## src/rtl/repeat_nfa_counted.sv

```systemverilog
// ---------------------------------------------------------------------------
// repeat_nfa_counted
//
// Counted-repeat NFA stage. It matches one byte class repeated MIN_REP..MAX_REP
// times in a byte stream. MAX_REP = 0 means the repeat is unbounded. Stages
// chain through en/match: the match of one stage drives the en of the next.
//
// Ports:
//   clk        rising-edge clock
//   reset_n    synchronous reset, ACTIVE-HIGH (1 = reset), despite the name
//   en         the byte consumed this valid cycle may start this sub-pattern
//   valid      payload qualifier; 0 = stall, nothing consumed, state holds
//   payload    stream byte
//   cnt_clr    synchronous clear of hit_count (wins over an increment)
//   match      sub-pattern ended on the last consumed byte (from registers)
//   active     at least one thread in progress
//   hit_count  saturating count of matches consumed by a valid byte
// ---------------------------------------------------------------------------
module repeat_nfa_counted #(
    parameter int         MIN_REP = 1,
    parameter int         MAX_REP = 4,
    parameter logic [7:0] LO_CHAR = 8'h30,
    parameter logic [7:0] HI_CHAR = 8'h39,
    parameter bit         NEGATE  = 1'b0,
    parameter bit         NOCASE  = 1'b0,
    parameter int         CNT_W   = 16
) (
    input  logic             clk,
    input  logic             reset_n,
    input  logic             en,
    input  logic             valid,
    input  logic [7:0]       payload,
    input  logic             cnt_clr,
    output logic             match,
    output logic             active,
    output logic [CNT_W-1:0] hit_count
);

    // In unbounded mode the last stage self-loops, so MIN_REP stages suffice.
    localparam bit UNBOUNDED = (MAX_REP == 0);
    localparam int D         = UNBOUNDED ? MIN_REP : MAX_REP;

    // ------------------------------------------------------------------
    // Parameter legality, rejected at elaboration.
    // ------------------------------------------------------------------
    if (MIN_REP < 1 || MIN_REP > 64) begin : g_bad_min
        $error("repeat_nfa_counted: MIN_REP must be 1..64");
    end
    if (!UNBOUNDED && (MAX_REP < MIN_REP || MAX_REP > 64)) begin : g_bad_max
        $error("repeat_nfa_counted: MAX_REP must be 0 or MIN_REP..64");
    end
    if (HI_CHAR < LO_CHAR) begin : g_bad_rng
        $error("repeat_nfa_counted: HI_CHAR must be >= LO_CHAR");
    end
    if (CNT_W < 2 || CNT_W > 32) begin : g_bad_cnt
        $error("repeat_nfa_counted: CNT_W must be 2..32");
    end

    // ------------------------------------------------------------------
    // Class decode.
    // ------------------------------------------------------------------
    logic [7:0] folded;
    logic       in_rng;
    logic       cls;

    always_comb begin
        // NOTE: every always_comb output gets a default first so no path
        // leaves it unassigned; an unassigned path would infer a latch.
        folded = payload;
        if (NOCASE && payload >= 8'h41 && payload <= 8'h5A) begin
            folded = payload | 8'h20;
        end
        in_rng = (folded >= LO_CHAR) && (folded <= HI_CHAR);
        cls    = in_rng ^ NEGATE;
    end

    // ------------------------------------------------------------------
    // Thread state. st[k] = 1: k class bytes consumed since an activation.
    // chain[0] is the activation, chain[k] mirrors st[k].
    // ------------------------------------------------------------------
    logic [D:1] st;
    logic [D:1] st_nxt;
    logic [D:0] chain;

    assign chain = {st, en};

    always_comb begin
        st_nxt = st;
        if (valid) begin
            for (int k = 1; k <= D; k++) begin
                st_nxt[k] = chain[k-1] & cls;
            end
            if (UNBOUNDED) begin
                st_nxt[D] = (chain[D-1] | st[D]) & cls;
            end
        end
    end

    always_ff @(posedge clk) begin
        // NOTE: sequential state uses non-blocking assignments so every
        // register samples pre-edge values, independent of statement order.
        // NOTE: the thread vector is a plain register bank, not a memory, so
        // it is reset; a stale thread after reset would raise a false match.
        if (reset_n) begin
            st <= '0;
        end else begin
            st <= st_nxt;
        end
    end

    assign match  = |st[D:MIN_REP];
    assign active = |st;

    // ------------------------------------------------------------------
    // Hit counter: counts a standing match when the next valid byte is
    // consumed, and saturates at all-ones.
    // ------------------------------------------------------------------
    always_ff @(posedge clk) begin
        if (reset_n) begin
            hit_count <= '0;
        end else if (cnt_clr) begin
            hit_count <= '0;
        end else if (valid && match && (hit_count != {CNT_W{1'b1}})) begin
            hit_count <= hit_count + CNT_W'(1);
        end
    end

endmodule

```

## config.mk

```make
export PLATFORM = sky130hd
export DESIGN_NAME = repeat_nfa_counted
export DESIGN_NICKNAME = d
export VERILOG_FILES = /design/src/rtl/repeat_nfa_counted.sv
export SDC_FILE = /design/constraint.sdc
export NUM_CORES = 1
export LEC_CHECK = 0
export ABC_CLOCK_PERIOD_IN_PS = 1960
export CORE_ASPECT_RATIO = 0.9
export CORE_MARGIN = 2
export CORE_UTILIZATION = 45
export DETAILED_ROUTE_END_ITERATION = 10
export HOLD_SLACK_MARGIN = 0.03
export PLACE_DENSITY = 0.82
export SYNTH_ARGS = -nofsm -noshare
export SYNTH_HDL_FRONTEND = slang
export SYNTH_SLANG_ARGS = --single-unit
```

## constraint.sdc

```tcl
create_clock -name clk -period 1.96 [get_ports clk]
set_clock_uncertainty 0.1 [all_clocks]
set_input_delay 0.588 -clock clk [delete_from_list [all_inputs] [get_ports clk]]
set_output_delay 0.588 -clock clk [all_outputs]
set_load 0.01 [all_outputs]
```

After elaboration in Yosys (flattened, before gate mapping)
Cells that the tools add are included.
W data, S select, Z words.
{ "word_totals": {"inputBits": 13, "elab_cells": 15, "register_bits": 20, "output_inout_bits": 18} }
{ "classes": {"n_bitwise": 4, "n_reduce_logical": 5, "n_lt_le_gt_ge": 2, "addsub": 1, "eq_ne": 1} }
{ "ops": {"columns": ["operator", "count"], "rows": [
  ["$add A16 B1 Y16 const B", 1],
  ["$ne A16 B16 Y1 const B", 1],
  ["$ge A8 B6 Y1 const B", 1],
  ["$le A8 B6 Y1 const B", 1],
  ["$and A1 B1 Y1", 4],
  ["$reduce_or A4 Y1", 1],
  ["$logic_and A1 B1 Y1", 3],
  ["$reduce_or A2 Y1", 1]
]} }

Logic depth before layout (Yosys ltp)
Gate-level depths: netlist (run 1).
{ "depth": {"word_depth": 3, "depth_mapped": 5, "mapped_depth_nobuf": 5} }

Worst setup path after synthesis (run 1)
Ideal clock, no wire load.
{ "synth_path": {"kind": "reg2out", "start": "register st[3] in the netlist's numbering", "end": "output port match", "path_buffers": 1, "t_arrival_ns": 1.107, "slack_ns": 0.165, "required_ns": 1.272, "stages_incl_launch_ff": 3, "cell_sequence": "dfxtp_1 > or4_1 > buf_4"} }
{ "synth_between": {"elab_chain_cells": 1} }
{ "synth_lines": {"columns": ["element", "line", "rtl"], "rows": [
  ["from (decl)", "81", "logic [D:1] st;"],
  ["from (signal assigned)", "107", "st <= st_nxt;"],
  ["$reduce_or A4 Y1", null, null],
  ["to (decl)", "34", "output logic match,"]
]} }
No other way between the ends.

Final worst setup path (run 1)
{ "layout_path": {"start": "register st[2] in the netlist's numbering", "end": "output port match"} }
{ "layout_between": {"elab_chain_cells": 1} }
{ "layout_lines": {"columns": ["element", "line", "rtl"], "rows": [
  ["$reduce_or A4 Y1", "111", "assign match = |st[D:MIN_REP];"]
]} }
No other way between the ends.

==> results of run 1 <==
[synth_stat cells, types with 2 or more instances]
cell,n,area [um^2]
inv_1,3,11.26
nand2b_1,3,18.77
or3_1,6,37.54
and3_1,2,12.51
nor2_1,4,15.01
or4_1,5,37.54
mux2i_1,5,50.05
nand4_1,4,25.02
o41ai_1,2,17.52
o311ai_0,2,17.52
nand3_1,5,25.02
o31ai_1,5,37.54
dfxtp_1,20,400.4
o21ai_0,4,20.02
nor3_1,5,25.02
and4_1,3,26.28
a21oi_1,13,65.06
nand2_1,16,60.06
[area by class of cell]
cell class / count / area, um^2 / share of cell area [%]
Multi-Input combinational cell: 102 / 685.7 / 40.12
Timing Repair Buffer: 51 / 485.5 / 28.40
Sequential cell: 20 / 440.4 / 25.77
Tap cell: 27 / 33.78 / 1.977
Clock inverter: 1 / 30.03 / 1.757
Clock buffer: 3 / 22.52 / 1.318
Inverter: 3 / 11.26 / 0.6589
[per-layer routing]
metal	vias up	GRT usage (%)
li1	606	-
met1	595	26.61
met2	53	38.49
met3	5	3.866
met4	0	9.756
met5	-	0
[state kept, by name, indices dropped and copies added, names as in the netlist]
signal / cells
st: 4
hit_count: 16
[worst reg2reg max path, cell delays in order, from the launching register on]
cell,delay (ns)
dfxtp_2,0.36
ha_1,0.23
nand3_1,0.20
o31ai_2,0.10
buf_4,0.16
or4_4,0.48
a21oi_2,0.14
[metrics by stage]
step	total power, W	setup TNS [ns]	area, um^2	setup WS (ns)	util, %
2_1_floorplan	0.0004313	0	1086	0.1647	-
3_3_place_gp	0.0004692	-2.719	1519	-0.3120	68.36
3_5_place_dp	0.0004706	-3.218	1519	-0.3579	68.36
4_1_cts	0.0008060	-0.1579	1598	-0.08027	71.90
5_1_grt	0.0008245	-0.2668	1709	-0.1176	76.91
6_report	0.0008046	-0.1812	1709	-0.09114	76.91
[kinds of logic (layout without fill, tap and decap cells)]
logic type / Yosys count / in the layout / synth area share [%]
AND/OR/NAND/NOR: 63 / 64 / 33.87
AO/OA/AOI/OAI: 32 / 32 / 20.05
multiplexers: 5 / 5 / 4.608
flip-flops: 20 / 20 / 36.87
adder cells (fa/ha/maj): 1 / 1 / 1.152
buffers and inverters: 7 / 58 / 3.456
[worst min-delay path by stage]
stage / to / slack, ns / from / cells after the start
4_1_cts: hit_count[1]$_SDFFE_PP0P_ / 0.39 / hit_count[1]$_SDFFE_PP0P_ / 2
5_1_grt: hit_count[1]$_SDFFE_PP0P_ / 0.42 / hit_count[1]$_SDFFE_PP0P_ / 2
2_1_floorplan: st[2]$_SDFFE_PP0P_ / 0.35 / st[1]$_SDFFE_PP0P_ / 2
3_5_place_dp: hit_count[7]$_SDFFE_PP0P_ / 0.40 / hit_count[7]$_SDFFE_PP0P_ / 2
3_3_place_gp: hit_count[7]$_SDFFE_PP0P_ / 0.38 / hit_count[7]$_SDFFE_PP0P_ / 2
6_report: hit_count[1]$_SDFFE_PP0P_ / 0.39 / hit_count[1]$_SDFFE_PP0P_ / 2
[power groups by stage]
stage / logic [W] / registers, W / clock network [W]
final: 0.0000569 / 0.000397 / 0.000351
after global routing: 0.0000614 / 0.000397 / 0.000366
after CTS: 0.0000550 / 0.000402 / 0.000349
after detailed placement: 0.0000549 / 0.000416 / 0
after global placement: 0.0000535 / 0.000416 / 0
after floorplan: 0.0000155 / 0.000416 / 0
[repair_timing]
item | 4_1_cts | 5_1_grt
endpoints found under the setup margin | 20 | 20
setup buffers | 0 | 4
gates cloned | 0 | 1
resized for setup | 29 | 23
pin swaps | 0 | 2
==> summary.md, run 1 <==
| Metric | Value |
|---|---|
| Dpl cells | `198` |
| Final std cells w/o fill | `between 200 and 250` |
| Worst-Skew Late Latency | `between 0.3 and 0.4 ns` |
| Int Pwr | `about 0.00064 W` |
| Wire length on met3 | `between 200 and 250 um` |
| DRC | `0` |
| # setup viols final | `2` |
| Synth async-reset ratio | `0%` |
| ANT cells | `0` |
| Worst-Margin Slew | `0.4944 ns` |
| Die Ht | `between 50 and 60 um` |
| Max clock buf depth | `2` |
| DP HPWL | `around 2.1 mm` |
| Core Box Area | `around 0.0022 mm^2` |
| I/O Pins | `31` |
| TritonCTS clock tree | `built` |
| CP Cell Sequence | `or4_4, buf_6` |
| Met1 WL | `~1.4 mm` |
| Share of layout cells above drive strength 1 | `between 30% and 40%` |
| Peak supply drop | `between 0.5 and 0.6 mV` |
| Crit path capture type | `primary output` |
| GRT Total Usage | `22.06%` |
| Tmin final | `2.051 ns` |
| CP startpoint | `st[2]$_SDFFE_PP0P_` |
| Initial antenna violation count | `0` |
| Worst path bufs/invs | `1` |
| Type of origin of the critical path | `register` |
| Status | `complete, but fails checks` |
| Crit-path max cell delay | `about 0.56 ns` |
| Rel. slew slack | `between 60% and 70%` |
| Number of buffers created by CTS | `3` |
| Syn Nets | `142` |
| Routability Congestion | `0.8885` |
| Clock Power Share | `roughly 44%` |
| Post-synth EDFFs | `0` |
| Yosys cell types | `39` |
| Die area | `0.002823 mm^2` |
| Synth Area per Inst | `8.485 um^2` |
| Gate power share | `7.1%` |
| Slew Viols, Final | `0` |
| Area Growth Syn to Fin | `57.37%` |
| Root Driver | `clkbuf_4` |
| Commonest non-fill, non-tap cell in the layout | `buf_4` |
| Switch Pwr | `0.0001661 W` |
| IO Port Bufs | `29` |
| Crit path to | `match` |
| CP Class | `register to primary output` |
| DR top layer | `met4` |
| GR Overflow Total | `0` |
| Hold Slack | `0.3897 ns` |
| Max-Cap Viols | `0` |
| Vias per cell | `about 6.1` |
| Clock sink count | `20` |
| Post-route setup slack | `-0.09114 ns` |
| Hold-fix buffers, CTS | `0` |
| Final worst path period share | `104.7%` |
| Failing checks | `setup timing` |
| Worst Path Arrival | `1.36 ns` |
| Cells after Synth | `~130` |
| Critical Path RT | `around 1.3 ns` |
| Slowest CP cell | `or4_4` |
| Die X | `approximately 56 um` |
| Sequential-to-total area share from yosys stat | `roughly 37%` |
| Seq cells post-synth | `20` |
| Std cell rows | `16` |
| Via Count | `about 1,300` |
| CP Depth | `2` |
| Reg2Reg Depth | `6` |
| Largest net degree at the start of global routing | `13` |
| Fmax | `between 400 and 500 MHz` |
| Pwr dens | `around 470 mW/mm^2` |
| 1st-pass router iterations | `4` |
| Sequential fraction of design power | `around half` |
| H-Tree Depth | `1` |
| Antenna-violating nets left | `0` |
| RSZ-0062 raised after global routing | `true` |
| Leak Pwr | `between 0.7 and 0.8 nW` |
| Reg2reg setup slack | `approximately 0.12 ns` |
| Clock slew at reported path FFs | `about 0.12 ns` |
| Critical path fanouts, max | `3` |
| Wire length of the first global-routing pass | `approximately 5.0 mm` |
| DRT iter0 DRCs | `40` |
| Post-Syn Area | `around 0.0011 mm^2` |
| Post-Route WL | `3.181 mm` |
| Initial Utilization | `between 40% and 50%` |
| Sw Share | `20.64%` |
| DR WL/cell | `15.37 um` |
| Final hold violations | `0` |
| Final net count | `195` |
| Hold crit path type | `register to register` |
| Met2 wire len | `~1.5 mm` |
| CP top delay family | `simple AND/OR/NAND/NOR gates` |
| Vias in the first global route | `1,147` |
| Synth warnings | `0` |
| Number of fill cells | `164` |
| Most frequent cells in the layout | `21 x buf_4, 16 x nand2_1, 16 x clkdlybuf4s50_1` |
| R2R Path End | `hit_count[15]$_SDFFE_PP0P_` |
| Ys flop type | `dfxtp_1` |
| RR Startpoint | `hit_count[0]$_SDFFE_PP0P_` |
Power figures use the tool's default switching activity.
==> run 2, diff against run 1 <==
--- a/config.mk
+++ b/config.mk
@@ -6,12 +6,13 @@
 export NUM_CORES = 1
 export LEC_CHECK = 0
 export ABC_CLOCK_PERIOD_IN_PS = 1960
+export CAP_MARGIN = 20
 export CORE_ASPECT_RATIO = 0.9
 export CORE_MARGIN = 2
-export CORE_UTILIZATION = 45
+export CORE_UTILIZATION = 46
 export DETAILED_ROUTE_END_ITERATION = 10
 export HOLD_SLACK_MARGIN = 0.03
-export PLACE_DENSITY = 0.82
+export PLACE_DENSITY = 0.84
 export SYNTH_ARGS = -nofsm -noshare
 export SYNTH_HDL_FRONTEND = slang
 export SYNTH_SLANG_ARGS = --single-unit
==> summary.md, run 2 (same netlist as run 1, synthesis figures left out) <==
| Metric | Value |
|---|---|
| Std cell rows | `16 (unchanged)` |
| Critical Path RT | `1.27 ns (about the same)` |
| Worst-Skew Late Latency | `0.31 ns (about the same)` |
| Core Box Area | `0.002202 mm^2 (-0.90%)` |
| Fin area | `0.001698 mm^2 (-0.66%)` |
| Max clock buf depth | `2 (unchanged)` |
| Fmax | `488.5 MHz (+0.19%)` |
| Initial Utilization | `49.32% (+0.44 points)` |
| Regs by FF count | `hit_count x16, st x4` |
| Reg2reg setup slack | `0.07 ns (-0.05 ns)` |
| I/O Pins | `31 (unchanged)` |
| GR Overflow Total | `0 (unchanged)` |
| Peak supply drop | `0.4454 mV (-17%)` |
| DRC | `0 (unchanged)` |
| Routability Congestion | `0.8878 (about the same)` |
| DP HPWL | `2.247 mm (+5.9%)` |
| CP top delay family | `simple AND/OR/NAND/NOR gates` |
| Crit-path max cell delay | `0.56 ns (about the same)` |
| Dpl cells | `197 (-0.51%)` |
| Via Count | `1,255 (-0.32%)` |
| Worst path bufs/invs | `1 (unchanged)` |
| 1st-pass router iterations | `4 (unchanged)` |
| Tmin final | `2.047 ns (-0.003956 ns)` |
| Setup slack at placement | `-0.3707 ns (-0.01271 ns)` |
| Total power | `0.0006976 W (-13%)` |
| Share of layout cells above drive strength 1 | `33.15% (+0.37 points)` |
| Worst Path Arrival | `1.36 ns (about the same)` |
| Root Driver | `clkbuf_4` |
| Antenna-violating nets left | `0 (unchanged)` |
| Crit path capture type | `primary output` |
| TNS Setup | `-0.1720 ns (+0.009253 ns)` |
| Biggest register | `hit_count` |
| Final hold violations | `0 (unchanged)` |
| Post-Route WL | `3.306 mm (+3.9%)` |
| IO Port Bufs | `29 (unchanged)` |
| Placement Cell Area | `0.001511 mm^2 (-0.49%)` |
| Number of buffers created by CTS | `3 (unchanged)` |
| Vias per cell | `6.034 (-0.80%)` |
| ANT cells | `0 (unchanged)` |
| # setup viols final | `2 (unchanged)` |
| H-Tree Depth | `1 (unchanged)` |
| CP Class | `register to primary output` |
| Critical path fanouts, max | `3 (unchanged)` |
| Area Growth Syn to Fin | `56.34%` |
| Die area | `0.002766 mm^2 (-2.0%)` |
| Worst-Margin Slew | `0.4577 ns (-0.03675 ns)` |
| DR WL/cell | `15.89 um (+3.4%)` |
| Slowest CP cell | `or4_4` |
| Final worst path period share | `104.4% (-0.20 points)` |
| CP Cell Sequence | `or4_4, buf_6` |
| Status | `complete, but fails checks` |
| Clock sink count | `20 (unchanged)` |
| Commonest non-fill, non-tap cell in the layout | `buf_4` |
| TritonCTS clock tree | `built` |
| Largest net degree at the start of global routing | `13 (unchanged)` |
| Pwr dens | `410.9 mW/mm^2 (-13%)` |
| Max-Cap Viols | `0 (unchanged)` |
| Clock slew at reported path FFs | `0.12 ns (about the same)` |
| Final net count | `196 (+0.51%)` |
| Vias in the first global route | `1,123 (-2.1%)` |
| Hold crit path type | `register to register` |
| Flip-flop count of the largest register after layout | `16 (unchanged)` |
| Wire length of the first global-routing pass | `5.085 mm (+1.9%)` |
| Slew Viols, Final | `0 (unchanged)` |
| DRT iter0 DRCs | `52 (+30%)` |
| Rel. slew slack | `69.25% (+2.6 points)` |
| RSZ-0062 raised after global routing | `true` |
| Initial antenna violation count | `0 (unchanged)` |
| Most frequent cells in the layout | `22 x buf_4, 17 x clkdlybuf4s50_1, 16 x nand2_1` |
| Leak Pwr | `0.7072 nW (-4.6%)` |
| Failing checks | `setup timing` |
| Die X | `55.22 um (-1.0%)` |
| Post-route setup slack | `-0.08719 ns (+0.003956 ns)` |
| Type of origin of the critical path | `register` |
| GRT Total Usage | `22.73% (+0.66 points)` |
| Final std cells w/o fill | `208 (+0.48%)` |
| Die Ht | `50.10 um (-1.0%)` |
## run 2: cell type report
type | count | area (um^2)
clock buffer | 4 | 36.28
sequential | 20 | 442.9
timing repair buffer | 52 | 486.7
inverter | 3 | 11.26
fill | 153 | 504.2
multi-input combinational | 102 | 686.9
tap | 27 | 33.78
## run 2: where the power goes
group | switching [W] | internal (W)
Combinational | 0.0000215 | 0.0000326
Sequential | 0.0000000883 | 0.000395
Clock | 0.000135 | 0.000113
## run 2: stage by stage
stage / util (%) / hold slack (ns)
2_1_floorplan: - / 0.3487
3_3_place_gp: 68.64 / 0.3824
3_5_place_dp: 68.64 / 0.4060
4_1_cts: 72.27 / 0.4087
5_1_grt: 77.10 / 0.4278
6_report: 77.10 / 0.4012
## run 2: path summary, 6_finish.rpt
| check | depth (start not counted) | startpoint | to |
|---|---|---|---|
| worst max-delay path | 2 | st[3]$_SDFFE_PP0P_ | active |
| worst min-delay path | 2 | hit_count[8]$_SDFFE_PP0P_ | hit_count[8]$_SDFFE_PP0P_ |
| worst max register to register | 8 | st[3]$_SDFFE_PP0P_ | hit_count[6]$_SDFFE_PP0P_ |
| worst min register to register | 2 | hit_count[8]$_SDFFE_PP0P_ | hit_count[8]$_SDFFE_PP0P_ |
## run 2: timing repair
action / CTS / global route
setup buffers: 1 / 5
endpoints found under the setup margin: 21 / 21
pin swaps: 1 / 4
gates resized for setup: 32 / 22
gates cloned: 0 / 1
hold buffers: 0 / 0
## run 2: worst register-to-register path, stage by stage (launching register included)
cell and delay, ns:
dfxtp_2 0.34, buf_4 0.13, buf_4 0.13, o41a_4 0.52, buf_4 0.16, nand4_1 0.12, buf_4 0.12, a21oi_1 0.04
o21ai_1 0.16
## run 2: layer usage
metal	part of all wire (%)	routed length (um)	global-route usage [%]	vias up
li1	-	-	-	605
met1	42	1383	27.40	599
met2	51	1672	39.48	45
met3	5.8	193	4.724	6
met4	1.7	57	8.943	0
met5	0	0	0	-
